`src/rtl/rx_byte_pack.sv`:
```
// Receive byte packer: strips a GMII-style preamble/SFD and packs the frame's
// data bytes big-endian into 32-bit words tagged with sop/eop/mod/err.
//   clk, rst          rising-edge clock, synchronous active-high reset
//   din, din_vld      received byte and its valid (high across the whole frame)
//   din_err           PHY error for the current byte
//   dout, dout_vld    packed word and its valid strobe (registered)
//   dout_sop/eop      first / last word of a frame
//   dout_mod          on eop, number of zero-padded low bytes
//   dout_err          on eop, frame saw din_err
module rx_byte_pack #(
  parameter logic [7:0] PRE_BYTE = 8'h55,
  parameter logic [7:0] SFD_BYTE = 8'hD5
) (
  input  logic        clk,
  input  logic        rst,
  input  logic [7:0]  din,
  input  logic        din_vld,
  input  logic        din_err,
  output logic [31:0] dout,
  output logic        dout_vld,
  output logic        dout_sop,
  output logic        dout_eop,
  output logic [1:0]  dout_mod,
  output logic        dout_err
);

  localparam int unsigned W_WORD = 32;

  typedef enum logic [1:0] {
    IDLE = 2'd0,
    PRE  = 2'd1,
    DATA = 2'd2,
    DROP = 2'd3
  } state_t;

  state_t              r_state, w_state_nxt;
  logic [W_WORD-1:0]   r_acc, w_acc_nxt, w_acc_ins;
  logic [1:0]          r_cnt, w_cnt_nxt;
  logic [W_WORD-1:0]   r_hold, w_hold_nxt;
  logic                r_hold_vld, w_hold_vld_nxt;
  logic                r_first, w_first_nxt;
  logic                r_err, w_err_nxt;

  logic                w_emit, w_emit_sop, w_emit_eop, w_emit_err;
  logic [1:0]          w_emit_mod;
  logic [W_WORD-1:0]   w_emit_word;

  logic [W_WORD-1:0]   r_dout;
  logic                r_dout_vld, r_dout_sop, r_dout_eop, r_dout_err;
  logic [1:0]          r_dout_mod;

  // Accumulator with the current byte dropped into the next big-endian slot
  always_comb begin
    w_acc_ins = r_acc;
    case (r_cnt)
      2'd0:    w_acc_ins[31:24] = din;
      2'd1:    w_acc_ins[23:16] = din;
      2'd2:    w_acc_ins[15:8]  = din;
      default: w_acc_ins[7:0]   = din;
    endcase
  end

  // State register
  always_ff @(posedge clk) begin
    if (rst) r_state <= DROP;
    else     r_state <= w_state_nxt;
  end

  // Next-state, datapath update and word emission
  always_comb begin
    w_state_nxt    = r_state;
    w_acc_nxt      = r_acc;
    w_cnt_nxt      = r_cnt;
    w_hold_nxt     = r_hold;
    w_hold_vld_nxt = r_hold_vld;
    w_first_nxt    = r_first;
    w_err_nxt      = r_err;
    w_emit         = 1'b0;
    w_emit_word    = r_hold;
    w_emit_sop     = 1'b0;
    w_emit_eop     = 1'b0;
    w_emit_mod     = 2'd0;
    w_emit_err     = 1'b0;

    case (r_state)
      IDLE: begin
        // Idle cycle doubles as per-frame cleanup
        w_acc_nxt      = '0;
        w_cnt_nxt      = 2'd0;
        w_hold_vld_nxt = 1'b0;
        w_first_nxt    = 1'b1;
        w_err_nxt      = 1'b0;
        if (din_vld) begin
          w_err_nxt   = din_err;
          w_state_nxt = (din == PRE_BYTE) ? PRE : DROP;
        end
      end

      PRE: begin
        if (!din_vld) begin
          w_state_nxt = IDLE;
        end else begin
          w_err_nxt = r_err | din_err;
          if (din == PRE_BYTE)      w_state_nxt = PRE;
          else if (din == SFD_BYTE) w_state_nxt = DATA;
          else                      w_state_nxt = DROP;
        end
      end

      DATA: begin
        if (din_vld) begin
          w_err_nxt = r_err | din_err;
          // A held word is only released once more data proves it is not last
          if (r_hold_vld) begin
            w_emit         = 1'b1;
            w_emit_word    = r_hold;
            w_emit_sop     = r_first;
            w_first_nxt    = 1'b0;
            w_hold_vld_nxt = 1'b0;
          end
          if (r_cnt == 2'd3) begin
            w_hold_nxt     = w_acc_ins;
            w_hold_vld_nxt = 1'b1;
            w_acc_nxt      = '0;
          end else begin
            w_acc_nxt = w_acc_ins;
          end
          w_cnt_nxt = r_cnt + 2'd1;
        end else begin
          w_state_nxt = IDLE;
          // Hold and a partial accumulator are never both occupied
          if (r_hold_vld) begin
            w_emit      = 1'b1;
            w_emit_word = r_hold;
            w_emit_mod  = 2'd0;
          end else if (r_cnt != 2'd0) begin
            w_emit      = 1'b1;
            w_emit_word = r_acc;
            w_emit_mod  = 2'(3'd4 - {1'b0, r_cnt});
          end
          w_emit_sop = w_emit & r_first;
          w_emit_eop = w_emit;
          w_emit_err = w_emit & r_err;
        end
      end

      default: begin
        if (!din_vld) w_state_nxt = IDLE;
      end
    endcase
  end

  // Datapath registers
  always_ff @(posedge clk) begin
    if (rst) begin
      r_acc      <= '0;
      r_cnt      <= 2'd0;
      r_hold     <= '0;
      r_hold_vld <= 1'b0;
      r_first    <= 1'b0;
      r_err      <= 1'b0;
    end else begin
      r_acc      <= w_acc_nxt;
      r_cnt      <= w_cnt_nxt;
      r_hold     <= w_hold_nxt;
      r_hold_vld <= w_hold_vld_nxt;
      r_first    <= w_first_nxt;
      r_err      <= w_err_nxt;
    end
  end

  // Output registers; dout keeps its last value between words
  always_ff @(posedge clk) begin
    if (rst) begin
      r_dout     <= '0;
      r_dout_vld <= 1'b0;
      r_dout_sop <= 1'b0;
      r_dout_eop <= 1'b0;
      r_dout_mod <= 2'd0;
      r_dout_err <= 1'b0;
    end else begin
      r_dout_vld <= w_emit;
      r_dout_sop <= w_emit_sop;
      r_dout_eop <= w_emit_eop;
      r_dout_mod <= w_emit_mod;
      r_dout_err <= w_emit_err;
      if (w_emit) r_dout <= w_emit_word;
    end
  end

  assign dout     = r_dout;
  assign dout_vld = r_dout_vld;
  assign dout_sop = r_dout_sop;
  assign dout_eop = r_dout_eop;
  assign dout_mod = r_dout_mod;
  assign dout_err = r_dout_err;

endmodule
```
`config.mk`:
```
export PLATFORM = sky130hd
export DESIGN_NAME = rx_byte_pack
export DESIGN_NICKNAME = d
export VERILOG_FILES = /design/src/rtl/rx_byte_pack.sv
export SDC_FILE = /design/constraint.sdc
export NUM_CORES = 1
export LEC_CHECK = 0
export BUFFER_PORTS_ARGS = -buffer_cell sky130_fd_sc_hd__buf_2
export CORE_ASPECT_RATIO = 0.5
export CORE_MARGIN = 2
export CORE_UTILIZATION = 52
export CTS_BUF_LIST = sky130_fd_sc_hd__clkbuf_16
export DETAILED_ROUTE_END_ITERATION = 10
export GPL_TIMING_DRIVEN = 0
export PLACE_DENSITY = 0.85
export SLEW_MARGIN = 10
export SYNTH_ARGS = -nofsm -noshare
export SYNTH_HDL_FRONTEND = slang
export SYNTH_SLANG_ARGS = --single-unit
```
`constraint.sdc`:
```
create_clock -name clk -period 1.8 [get_ports clk]
set_input_delay 0.18 -clock clk [delete_from_list [all_inputs] [get_ports clk]]
set_output_delay 0.18 -clock clk [all_outputs]
set_load 0.005 [all_outputs]
```
# After elaboration in Yosys (flattened, before gate mapping)

Cells that the tools add are included.

Bits in registers: 109
Output and inout bits: 38

Bitwise logic cells: 5
Eq/ne operators: 12
Reductions and logical operators: 15
Add/sub/neg operators: 2
Multiplexer cells: 38

Operator list:

| kind                | count |
|---|---|
| $mux 32             | 6 |
| $pmux 32 s2         | 1 |
| $mux 8              | 4 |
| $mux 1              | 16 |
| $mux 2              | 6 |
| $eq 8x7->1 const B  | 1 |
| $eq 8x8->1 const B  | 1 |
| $pmux 2 s2          | 2 |
| $eq 2x2->1 const B  | 3 |
| $ne 2x2->1 const B  | 3 |
| $pmux 1 s2          | 3 |
| $reduce_and 2->1    | 3 |
| $reduce_and 3->1    | 2 |
| $reduce_bool 2->1   | 3 |
| $reduce_or 3->1     | 2 |
| $reduce_or 5->1     | 1 |
| $eq 2x1->1 const B  | 2 |
| $logic_not 2->1     | 2 |
| $reduce_or 2->1     | 2 |
| $ne 3x1->1 const B  | 1 |
| $add 2x1->2 const B | 1 |
| $and 1x1->1         | 2 |
| $ne 2x1->1 const B  | 1 |
| $not 1->1           | 2 |
| 2 further kinds     | 2 |

# Logic depth before layout (Yosys ltp)

Depth in word-level cells: 7
Depth in mapped cells: 8

# Worst setup path before layout

OpenSTA, ideal clock, no wires.

Path type: reg2reg
From: register r_cnt[0]
To: register r_dout[10] (netlist: dout[10])
Buffers on the path: 2
Clock period less this slack: 1.791 ns
Cell stages (with the launch flop): 8
Setup slack: 0.009 ns
Required time: 1.656 ns
Data arrival time: 1.647 ns
Cell sequence: dfxtp_1 > inv_1 > ha_1 > or4b_1 > buf_2 > buf_6 > nand2_2 > a311oi_2

Word-level cells in the longest chain between the ends: 7
Elaborated cells between the ends (all ways): 11
Classes of those cells: mux (10); reduce/logical (1)

RTL lines:

| item                     | RTL line | text |
|---|---|---|
| start: declaration       | 38       | `logic [1:0] r_cnt, w_cnt_nxt;` |
| start signal: assignment | 164      | `r_cnt <= w_cnt_nxt;` |
| $reduce_bool 2->1 (*)    | 136      | `end else if (r_cnt != 2'd0) begin` |
| $mux 1                   | 136      |  |
| $mux 1                   | 132      | `if (r_hold_vld) begin` |
| $mux 1                   | 111      | `if (din_vld) begin` |
| $mux 1                   | 85       | `case (r_state)` |
| $mux 1                   | 111      |  |
| $mux 1                   | 85       |  |
| end signal: assignment   | 187      | `if (w_emit) r_dout <= w_emit_word;` |
| end: declaration         | 48       | `logic [W_WORD-1:0] r_dout;` |

Every way passes the cells marked *; elsewhere a longest branch is shown, timed or not. The select of a mux whose other input is x is not followed.
A chain may end at the register's enable or synchronous reset.

# Worst setup path after layout

From: register r_cnt[1]
To: register r_acc[26]

Word-level cells in the longest chain between the ends: 5
Elaborated cells between the ends (all ways): 6
Classes of those cells: eq/ne (1); mux (4); reduce/logical (1)

RTL lines:

| item                   | RTL line | text |
|---|---|---|
| $logic_not 2->1        | 55       | `case (r_cnt)` |
| $mux 8                 | 55       |  |
| $mux 32 (*)            | 121      | `if (r_cnt == 2'd3) begin` |
| $mux 32 (*)            | 111      |  |
| $pmux 32 s2 (*)        | 85       |  |
| end signal: assignment | 163      | `r_acc <= w_acc_nxt;` |
| end: declaration       | 37       | `logic [W_WORD-1:0] r_acc, w_acc_nxt, w_acc_ins;` |

Marked as above.

==> results.md <==
Status:
- The run finished with clean final reports.

Yosys:
- The share of the Yosys chip area taken by registers is ~47%.
- The flop and latch count out of synthesis is 109.
- The Yosys step of the flow raised 0 warnings.
- Averaged over all synthesized cells, the footprint is 9.68 um^2.
- When the netlist entered floorplanning its net count stood at about 500.
- Synthesis produced a netlist whose cell count is 478.
- The cell area after synthesis is around 4600 um^2.
- The number of different library cells in the post-synthesis netlist is 46.
- The proportion of register bits with asynchronous set or reset after synthesis is 0%.
- For this run, the leading register cell type out of synthesis is sky130_fd_sc_hd__dfxtp_1.
- The number of enable flip-flop cells after synthesis is 0.

GRT:
- Global routing finished with a remaining overflow of 0.
- The pin count of the biggest net entering global routing is 16.
- In the global route stage, overall resource usage came out at 26.8%.
- The number of antenna violations at the first check in global routing is 0.
- The first global-routing pass estimated roughly 20000 um of wire.
- The number of global-route vias before repair is 3727.

Worst setup path:
- The worst register-to-register path begins at r_cnt[1].
- The classification of the worst setup path is flop to flop.
- Data on the critical path arrives at its endpoint at 2040 ps.
- STA classifies the critical path startpoint as a flop.
- The largest fanout on the critical path is 10.
- The critical path's top delay family is simple AND/OR/NAND/NOR gates.
- On the worst path, the slowest cell contributes a delay of 520 ps.
- The worst setup path is captured at a flop.
- The largest individual stage delay along the critical path comes from the cell sky130_fd_sc_hd__nor3b_2.
- For the worst setup path, the data required time is around 2100 ps.
- In this run the worst setup path begins at r_cnt[1].
- The critical path goes through inv_2 -> ha_4 -> buf_2 -> nor3b_2 -> a22o_1.
- Together, buffers and inverters on the worst path number 2.

STA:
- The count of pins over their slew limit is 0.
- At the pin with the least slew margin, the transition time is 715 ps.
- Static timing analysis puts the maximum clock frequency at 572 MHz.
- Of the available clock period, the critical path in the final layout requires about 97%.
- The number of hold violations in the final report is 0.
- The slack of the critical path is 50.4 ps.
- The total setup violations reported at the end of the flow is 0.
- The shortest period the worst path allows is 1750 ps.
- The clock arrives with between 9 and 10 ps of skew.
- On the final layout, the worst hold slack is 173 ps.
- The worst relative slew slack is between 50% and 60%.

Routing:
- The pre-antenna-repair detailed-routing pass consisted of 5 iterations.
- The average wire per standard cell is 19.0 um.
- The number of DRC violations after detailed routing is 0.
- The routed layout has a little over 4000 vias.
- In this run, the number of DRC markers left after iteration 0 of detailed routing was 450.
- The antenna violation net count after detailed routing is 0.
- After detailed routing, the total wire length is roughly 13000 um.
- Dividing the detail-routed via count by the number of cells gives 6.13.

Die:
- The floorplan core area is ~8700 um^2.
- The floorplan step set the die height to 70.7 um.
- For this configuration, the core starts out at a cell density of a little over half.
- The site row count is 24.
- The die is 137 um wide.
- In this run the count of I/O pins placed on the die edge is 50.
- The die covers 9710 um^2.

Pwr:
- The power per unit of standard cell area is slightly below 900 nW/um^2.
- The highest ir drop seen on vdd is 0.000502 V.
- Summed over all cells, the static leakage comes to ~1.9 nW.

CTS:
- The root buffer cell chosen for the clock tree is sky130_fd_sc_hd__clkbuf_16.
- The clock transition at the registers of the reported paths is 70 ps.
- The H-tree was split into 3 levels.
- The tree built by TritonCTS fans out to around 110 sinks.
- The CTS tree is done.
- The number of CTS-inserted buffers is 9.
- The clock network latency to the later pin of the worst-skew pair is 350 ps.
- Counting along the longest clock path gives a buffer depth of 2.

Placement:
- The HPWL after detailed placement is 8410 um.
- At the end of routability-driven placement, the weighted congestion stood at 0.884.
- Once placement completed, the tool counted placed cells totaling 643.
- Prior to clock tree synthesis, the placed netlist has a worst setup slack of -333 ps.
- The number of buffers added on ports is 48.

Final layout:
- The share of layout cells above drive strength 1 is 24.8%.
- The library cell used most frequently in the layout, excluding fill and tap cells, is sky130_fd_sc_hd__dfxtp_1.
- In the layout the commonest cells are sky130_fd_sc_hd__dfxtp_1, sky130_fd_sc_hd__nand2_1, sky130_fd_sc_hd__buf_2.
- The area growth from synthesis to layout is 16.7%.
- The end-of-flow core utilization is approximately 62%.
- The count of nets after finishing is ~560.
- The number of antenna diodes is 0.
- The number of standard cells in the final layout excluding fillers is 661.

Min path:
- In this run the most critical hold path is launched from din[1].
- The tightest min-delay check is of the input port to flop type.

Run:
- Across the run, the number of max-cap violations was 0.
-- power by group --
| group | switching, mW | total, mW | internal (mW) |
|---|---|---|---|
| sequential | 0.0295 | 2.48 | 2.45 |
| combinational | 0.316 | 0.495 | 0.179 |
| clock | 0.835 | 1.74 | 0.904 |
-- final cells by class --
class	instances	area, um^2
repair buffers	53	282
clock inverters	6	23.8
plain buffers	39	253
well taps	117	146
flip-flops and latches	109	2190
fillers	682	3280
multi-input cells	323	2260
clock buffers	9	225
inverters	5	21.3
-- cell families after synthesis --
logic type | after synthesis | synth area share [%]
and+or+nand+nor | 155 | 16.6
AOI/OAI and AO/OA | 135 | 23.6
DFF | 109 | 47.2
buffers and inverters | 46 | 5.11
muxes | 26 | 5.65
adders and majority gates | 7 | 1.89
-- layer usage --
layer,track usage [%],vias up,part of all wire (%)
met2,40.8,217,44
li1,-,1861,-
met1,37.0,1934,43
met4,11.7,0,2.9
met3,5.66,39,9.4
met5,0,-,0
-- registers in the layout, summed over array words and instances, names as in the netlist --
| register | cells |
|---|---|
| dout | 32 |
| r_acc | 32 |
| r_hold | 32 |
| dout_mod | 2 |
| r_cnt | 2 |
| r_state | 2 |
| dout_eop | 1 |
| dout_err | 1 |
| dout_sop | 1 |
| dout_vld | 1 |
| r_err | 1 |
| r_first | 1 |
| r_hold_vld | 1 |
-- synth_stat cells (3+ instances only) --
| cell type | n | share of area (%) |
|---|---|---|
| sky130_fd_sc_hd__dfxtp_1 | 109 | 47 |
| sky130_fd_sc_hd__nand2_1 | 73 | 5.9 |
| sky130_fd_sc_hd__a21oi_1 | 42 | 4.5 |
| sky130_fd_sc_hd__nor2_1 | 31 | 2.5 |
| sky130_fd_sc_hd__a211oi_1 | 26 | 4.2 |
| sky130_fd_sc_hd__mux2i_1 | 25 | 5.4 |
| sky130_fd_sc_hd__a311oi_1 | 22 | 4.2 |
| sky130_fd_sc_hd__a22o_1 | 16 | 3.0 |
| sky130_fd_sc_hd__buf_2 | 14 | 1.5 |
| sky130_fd_sc_hd__clkbuf_1 | 13 | 1.1 |
| sky130_fd_sc_hd__and2_1 | 11 | 1.5 |
| sky130_fd_sc_hd__a311oi_2 | 10 | 3.2 |
| sky130_fd_sc_hd__nand2_2 | 9 | 1.2 |
| sky130_fd_sc_hd__nor2b_1 | 9 | 1.2 |
| sky130_fd_sc_hd__a32o_1 | 8 | 1.7 |
| sky130_fd_sc_hd__ha_1 | 7 | 1.9 |
| sky130_fd_sc_hd__buf_1 | 5 | 0.41 |
| sky130_fd_sc_hd__inv_1 | 5 | 0.41 |
| sky130_fd_sc_hd__buf_4 | 4 | 0.65 |
| sky130_fd_sc_hd__buf_6 | 4 | 0.97 |
| sky130_fd_sc_hd__a211oi_4 | 3 | 1.3 |
| sky130_fd_sc_hd__nor3b_2 | 3 | 0.81 |
| sky130_fd_sc_hd__or2_2 | 3 | 0.41 |
-- what timing repair did --
item                       in CTS  in global routing
gates resized for setup        20                 23
pin swaps                       2                  3
hold buffers                    0                  0
buffers inserted                2                  3
setup endpoints to repair      88                 86
-- path summary, 6_finish.rpt --
path / endpoint / slack [ps] / cells after the start
min reg2reg: r_hold[2] / 460 / 2
min: r_hold[1] / 170 / 3
max reg2reg: r_acc[26] / 50 / 5
max: r_acc[26] / 50 / 5
-- tightest hold or removal path, cell delays in order --
cell and delay (ps):
sky130_fd_sc_hd__buf_2 170, sky130_fd_sc_hd__nand2_1 70, sky130_fd_sc_hd__a21oi_1 50
-- stage by stage --
step / setup TNS [ps] / power [mW] / cell area (um^2)
5_1_grt: -57.9 / 4.86 / 5400
4_1_cts: 0 / 4.69 / 5330
3_5_place_dp: -9600 / 2.97 / 5010
6_report: 0 / 4.71 / 5400
3_3_place_gp: -7070 / 2.96 / 5010
2_1_floorplan: 0 / 2.82 / 4630
Note: power is estimated with default switching activity, not from simulation.
